==> config.mk <==
export PLATFORM = sky130hd
export DESIGN_NAME = tagged_reg_file
export DESIGN_NICKNAME = d
export VERILOG_FILES = /design/src/rtl/tagged_reg_file.sv
export SDC_FILE = /design/constraint.sdc
export NUM_CORES = 1
export LEC_CHECK = 0
export BUFFER_PORTS_ARGS = -buffer_cell sky130_fd_sc_hd__buf_2
export CORE_MARGIN = 4
export CORE_UTILIZATION = 48
export CTS_CLUSTER_SIZE = 8
export DETAILED_ROUTE_END_ITERATION = 16
export HOLD_SLACK_MARGIN = 0.02
export PLACE_DENSITY = 0.85
export SETUP_SLACK_MARGIN = 0.05
export SYNTH_ARGS = -nofsm -noshare
export SYNTH_HDL_FRONTEND = slang
export SYNTH_SLANG_ARGS = --single-unit
==> constraint.sdc <==
create_clock -name clk -period 6.8 [get_ports clk]
set_clock_uncertainty 0.15 [all_clocks]
set_input_delay 1.36 -clock clk [delete_from_list [all_inputs] [get_ports clk]]
set_output_delay 1.36 -clock clk [all_outputs]
set_load 0.01 [all_outputs]
==> src/rtl/tagged_reg_file.sv <==
// tagged_reg_file: tag-tracking field register file for the out-of-order core.
//
// Each field holds a value, a valid bit and the reservation-station tag that will
// produce it. Dispatch retags fields through the update port, execution units
// broadcast results on WRITE_PORTS result buses, and an architectural direct-write
// path and a misprediction flush are provided. Per-field priority is
// rst > flush > update > direct > result.
//
// Optional feature macro: TAGGED_REG_FILE_BYPASS_EN
//   When defined, read_value_valid/read_value combinationally show result writes
//   accepted in the current cycle (fields without a same-cycle update).
//
// Ports:
//   clk              clock, all state updates on the rising edge
//   rst              synchronous active-low reset
//   read_value_valid per-field valid bits
//   read_value       packed field values, field 0 in the most significant slice
//   read_rs_id       producing tag per field
//   pending_count    registered count of fields with valid=0
//   write_enable     per-port, per-field result strobes
//   write_value      per-port result data (same packing as read_value)
//   write_rs_id      per-port broadcasting tag
//   update_enable    per-field invalidate-and-retag strobes
//   update_rs_id     new tag for updated fields
//   direct_enable    per-field architectural write strobes
//   direct_value     data for direct writes (same packing as read_value)
//   flush            misprediction recovery: mark every field valid
module tagged_reg_file #(
    parameter int unsigned FIELD_COUNT = 8,
    parameter int unsigned FIELD_WIDTH = 4,
    parameter int unsigned RS_ID_WIDTH = 5,
    parameter int unsigned WRITE_PORTS = 2,
    localparam int unsigned CountWidth = $clog2(FIELD_COUNT + 1)
) (
    input  logic                                                clk,
    input  logic                                                rst,
    output logic [FIELD_COUNT-1:0]                              read_value_valid,
    output logic [FIELD_COUNT*FIELD_WIDTH-1:0]                  read_value,
    output logic [FIELD_COUNT-1:0][RS_ID_WIDTH-1:0]             read_rs_id,
    output logic [CountWidth-1:0]                               pending_count,
    input  logic [WRITE_PORTS-1:0][FIELD_COUNT-1:0]             write_enable,
    input  logic [WRITE_PORTS-1:0][FIELD_COUNT*FIELD_WIDTH-1:0] write_value,
    input  logic [WRITE_PORTS-1:0][RS_ID_WIDTH-1:0]             write_rs_id,
    input  logic [FIELD_COUNT-1:0]                              update_enable,
    input  logic [RS_ID_WIDTH-1:0]                              update_rs_id,
    input  logic [FIELD_COUNT-1:0]                              direct_enable,
    input  logic [FIELD_COUNT*FIELD_WIDTH-1:0]                  direct_value,
    input  logic                                                flush
);

    logic [FIELD_COUNT-1:0][FIELD_WIDTH-1:0] value_q, value_d;
    logic [FIELD_COUNT-1:0]                  valid_q, valid_d;
    logic [FIELD_COUNT-1:0][RS_ID_WIDTH-1:0] rs_id_q, rs_id_d;
    logic [CountWidth-1:0]                   pending_q, pending_d;

    // Accepted result per field (after lowest-port arbitration) and its data.
    logic [FIELD_COUNT-1:0]                  res_hit;
    logic [FIELD_COUNT-1:0][FIELD_WIDTH-1:0] res_val;
    // Update strobes that survive a same-cycle flush.
    logic [FIELD_COUNT-1:0]                  upd_eff;

    always_comb begin
        res_hit = '0;
        res_val = '0;
        upd_eff = '0;
        for (int f = 0; f < int'(FIELD_COUNT); f++) begin
            // Field 0 occupies the most significant slice of the packed buses.
            int lo;
            lo = (int'(FIELD_COUNT) - 1 - f) * int'(FIELD_WIDTH);
            // Walk ports from highest to lowest so the lowest accepting port wins.
            for (int p = int'(WRITE_PORTS) - 1; p >= 0; p--) begin
                if (write_enable[p][f] && !valid_q[f] && (rs_id_q[f] == write_rs_id[p])) begin
                    res_hit[f] = 1'b1;
                    res_val[f] = write_value[p][lo +: FIELD_WIDTH];
                end
            end
            upd_eff[f] = update_enable[f] & ~flush;
        end
    end

    always_comb begin
        value_d   = value_q;
        valid_d   = valid_q;
        rs_id_d   = rs_id_q;
        pending_d = '0;
        for (int f = 0; f < int'(FIELD_COUNT); f++) begin
            int lo;
            lo = (int'(FIELD_COUNT) - 1 - f) * int'(FIELD_WIDTH);
            // Values: direct write overrides result; update and flush never block data.
            if (direct_enable[f]) begin
                value_d[f] = direct_value[lo +: FIELD_WIDTH];
            end else if (res_hit[f]) begin
                value_d[f] = res_val[f];
            end
            // Valid and tag: flush > update > direct/result.
            if (flush) begin
                valid_d[f] = 1'b1;
            end else if (upd_eff[f]) begin
                valid_d[f] = 1'b0;
                rs_id_d[f] = update_rs_id;
            end else if (direct_enable[f] || res_hit[f]) begin
                valid_d[f] = 1'b1;
            end
            if (!valid_d[f]) begin
                pending_d = pending_d + 1'b1;
            end
        end
    end

    always_ff @(posedge clk) begin
        if (!rst) begin
            value_q   <= '0;
            valid_q   <= '1;
            rs_id_q   <= '0;
            pending_q <= '0;
        end else begin
            value_q   <= value_d;
            valid_q   <= valid_d;
            rs_id_q   <= rs_id_d;
            pending_q <= pending_d;
        end
    end

    always_comb begin
        read_value_valid = valid_q;
        read_value       = '0;
        for (int f = 0; f < int'(FIELD_COUNT); f++) begin
            int lo;
            lo = (int'(FIELD_COUNT) - 1 - f) * int'(FIELD_WIDTH);
            read_value[lo +: FIELD_WIDTH] = value_q[f];
`ifdef TAGGED_REG_FILE_BYPASS_EN
            // Forward results accepted this cycle unless the field is being retagged.
            if (rst && res_hit[f] && !upd_eff[f]) begin
                read_value_valid[f]           = 1'b1;
                read_value[lo +: FIELD_WIDTH] = res_val[f];
            end
`endif
        end
    end

    assign read_rs_id    = rs_id_q;
    assign pending_count = pending_q;

endmodule
==> results.cfg <==
[outcome]
status = finished clean

[cts]
cts_tree = yes
cts_htree_levels = 3
cts_buffers = 9
clk_pin_slew_worst_paths_ns = 0.09
ctsResizeCount = 0
hold_buffers = 0
cts-root-buf = clkbuf_8
postCtsSetupBuffers = 0
cts_sinks = 84
clockBufferDepth = 2
clk_latency_ns = 0.36

[worst_setup_path]
cpPeakStageDelay_ns = 0.55
crit_family = simple AND/OR/NAND/NOR gates
startpoint_type = input port
cp.arrival_ns = 6.25
crit_top_cell = ha_1
r2r_end = pending_count[2]
critical_path.endpoint = pending_count[2]
reg2reg_depth = 23
crit_start = write_rs_id[7]
critPathKind = in -> reg
ff2ff_setup_slack_ns = 1.41
crit_cells = 24
crit_required_ns = 6.88
reg2reg_from = read_rs_id[0]
cp_slowest_cell = nor4b_1
crit_path_cell_trace = buf_2 > xnor2_1 > nand4_1 > nor4b_1 > o41ai_2 > and2_1 > inv_1 > ha_1 > xor2_2 > ha_1 > nand2b_1 > o21a_1 > ha_1 > mux2i_1 > inv_1 > ha_1 > inv_1 > nor4b_1 > a31oi_1 > nand3_1 > ha_1 > nand2_1 > xor2_1 > nor2_1
worstPathMaxFanout = 8
end_kind = register
cp_num_buf_inv = 4

[sta]
timing.fmax_mhz = 162
setup_viol = 0
period_needed_ns = 6.17
tightestPinTransition_ns = 0.994
drv_slew = 0
holdWs_ns = 0.372
timing.setup.tns_ns = 0
grt_setup_unrepaired = no
slew_headroom = 0.328
period_share = 0.907
report.final.hold_viol_count = 0

[power_and_ir_drop]
vdd_drop_max_mv = 0.112
power_per_cell_area_nw_per_um2 = 189
leakagePower_nw = 3.08

[grt]
grt_pass1_wl_um = 25600
grt_pass1_vias = 5082
antenna_found_initial = 0
overflow = 0
grt_use_total = 0.248
grt_max_degree = 61

[drt]
drt_iter0_drc = 349
wire_per_inst_um = 17.4
firstDrtPassIters = 5
vias = 5231
remaining_drc_errors = 0
ant_nets = 0
routed_via_density = 5.61
wl_um = 16200

[floorplan]
coreArea_um2 = 10500
initial_core_util = 0.499
die_x_um = 112
die_height_um = 112
row_count = 37
io_pins = 230
dieArea_um2 = 12600

[synthesis]
synth.cell_area_um2 = 5220
synth_top_flop_cell = dfxtp_1
ys_types = 56
async_flop_share = 0
ys_seq_area_frac = 0.322
syn_nets = 736
yosys_warnings = 0
postSynthCellCount = 584
synth_enable_flop_cells = 0
syn_area_per_cell_um2 = 8.93
ys_ff_latch = 84

[cells_and_area]
nets = 944
drive_above_1_share = 0.351
fillers = 932
syn_to_final_growth_pct = 26.0
antennaDiodeCount = 0

[job]
drv_cap = 0

[place]
place_congestion = 0.937
numPortBuffers = 229
dp_hpwl_um = 12700

[hold_path]
min_path_type = reg -> reg
-- how the worst min path moves through the flow --
stage / startpoint / depth (start not counted) / slack (ns) / endpoint
after global routing: read_rs_id[20] / 2 / 0.41 / read_rs_id[20]
after detailed placement: read_rs_id[24] / 2 / 0.36 / read_rs_id[24]
final: read_rs_id[20] / 2 / 0.37 / read_rs_id[20]
after floorplan: read_rs_id[20] / 2 / 0.38 / read_rs_id[20]
after global placement: read_rs_id[23] / 2 / 0.35 / read_rs_id[23]
after CTS: read_rs_id[24] / 2 / 0.37 / read_rs_id[24]
-- power by group --
part / internal, W / leakage (nW) / total, W / switching [W]
logic: 0.000153 / 2.28 / 0.000323 / 0.000169
clock network: 0.000181 / 0.103 / 0.000371 / 0.000189
registers: 0.000520 / 0.690 / 0.000547 / 0.0000268
-- worst register-to-register path, delay by kind of cell (launching register included) --
kind                     cells  cell delay [ns]
AO/OA/AOI/OAI                3             0.41
AND/OR/NAND/NOR              8             1.78
buffers and inverters        3             0.19
flip-flops                   1             0.46
multiplexers                 1             0.27
adder cells (fa/ha/maj)      5             1.40
XOR/XNOR                     3             0.63
-- state kept, by name (all words and copies together) (netlist names) --
signal            flops
read_value           32
pending_count         4
read_rs_id           40
read_value_valid      8
-- cells in the final DEF, fill, tap and decap left out, types with 6 or more instances in the layout --
cell / n
buf_2: 229
nor2_1: 112
dfxtp_1: 84
xnor2_1: 69
mux2i_1: 41
nand2_1: 35
a22oi_1: 28
a221oi_1: 28
inv_1: 17
nand4_1: 15
xor2_1: 14
a21oi_1: 10
clkbuf_8: 10
nor4b_1: 6
ha_1: 6
-- per-layer routing --
| metal | share of wire | wire [um] | track usage |
|---|---|---|---|
| met2 | 0.48 | 7870 | 0.426 |
| met4 | 0.014 | 233 | 0.0529 |
| met1 | 0.40 | 6570 | 0.322 |
| met3 | 0.097 | 1570 | 0.0544 |
| met5 | 0 | 0 | 0 |
-- cell usage after synthesis (2+ instances only) --
| cell | instances | share of area |
|---|---|---|
| nor3b_1 | 5 | 0.0072 |
| o31ai_4 | 2 | 0.0082 |
| nand4_1 | 15 | 0.018 |
| nor4b_4 | 2 | 0.0091 |
| dfxtp_1 | 84 | 0.32 |
| a21oi_1 | 10 | 0.0096 |
| a211o_1 | 4 | 0.0067 |
| inv_1 | 18 | 0.013 |
| ha_1 | 6 | 0.014 |
| xor2_1 | 14 | 0.024 |
| buf_6 | 5 | 0.011 |
| nor4b_2 | 3 | 0.0086 |
| xnor3_1 | 2 | 0.0086 |
| buf_4 | 5 | 0.0072 |
| clkbuf_1 | 25 | 0.018 |
| xor2_2 | 3 | 0.0094 |
| o41ai_1 | 2 | 0.0034 |
| o2111ai_1 | 2 | 0.0034 |
| nand4_2 | 2 | 0.0048 |
| nand3b_1 | 3 | 0.0043 |
| mux2i_1 | 41 | 0.079 |
| nor4_1 | 4 | 0.0048 |
| a22oi_1 | 28 | 0.040 |
| or2_2 | 5 | 0.0060 |
| nand3_1 | 5 | 0.0048 |
| and2_1 | 5 | 0.0060 |
| o41ai_4 | 3 | 0.016 |
| nor3_1 | 4 | 0.0038 |
| xnor2_2 | 3 | 0.0094 |
| xnor2_1 | 69 | 0.12 |
| nand2_1 | 35 | 0.025 |
| o41ai_2 | 2 | 0.0062 |
| nor2b_1 | 2 | 0.0024 |
| a221oi_1 | 28 | 0.047 |
| nor4b_1 | 6 | 0.010 |
| nor2_1 | 112 | 0.081 |
-- stage by stage --
stage | worst slack [ns] | instances | cell area [um^2] | total power [W] | utilization
after CTS | 0.785 | 933 | 6570 | 0.00125 | 0.628
after global routing | 0.295 | 933 | 6570 | 0.00130 | 0.628
final | 0.631 | 933 | 6570 | 0.00124 | 0.628
after global placement | 0.759 | 917 | 6370 | 0.000870 | 0.609
after detailed placement | 0.564 | 917 | 6370 | 0.000877 | 0.609
after floorplan | 1.13 | 584 | 5220 | 0.000768 | -
-- layout make-up --
type                       instances  area [um^2]  area share
tap                              136          170      0.0259
inverter                          18         67.6      0.0103
multi-input combinational        446         3280       0.498
timing repair buffer             233         1180       0.179
clock inverter                     5         61.3     0.00933
clock buffer                      11          141      0.0215
sequential                        84         1680       0.256
-- cell families (layout without fill, tap and decap cells) --
group	count (synthesis)	after routing	synth area share
simple gates	217	217	0.210
xor+xnor	92	92	0.171
compound gates	89	89	0.152
flops	84	84	0.322
buf+inv	54	267	0.0499
mux	42	42	0.0808
fa+ha+maj	6	6	0.0144
Power figures use the tool's default switching activity.
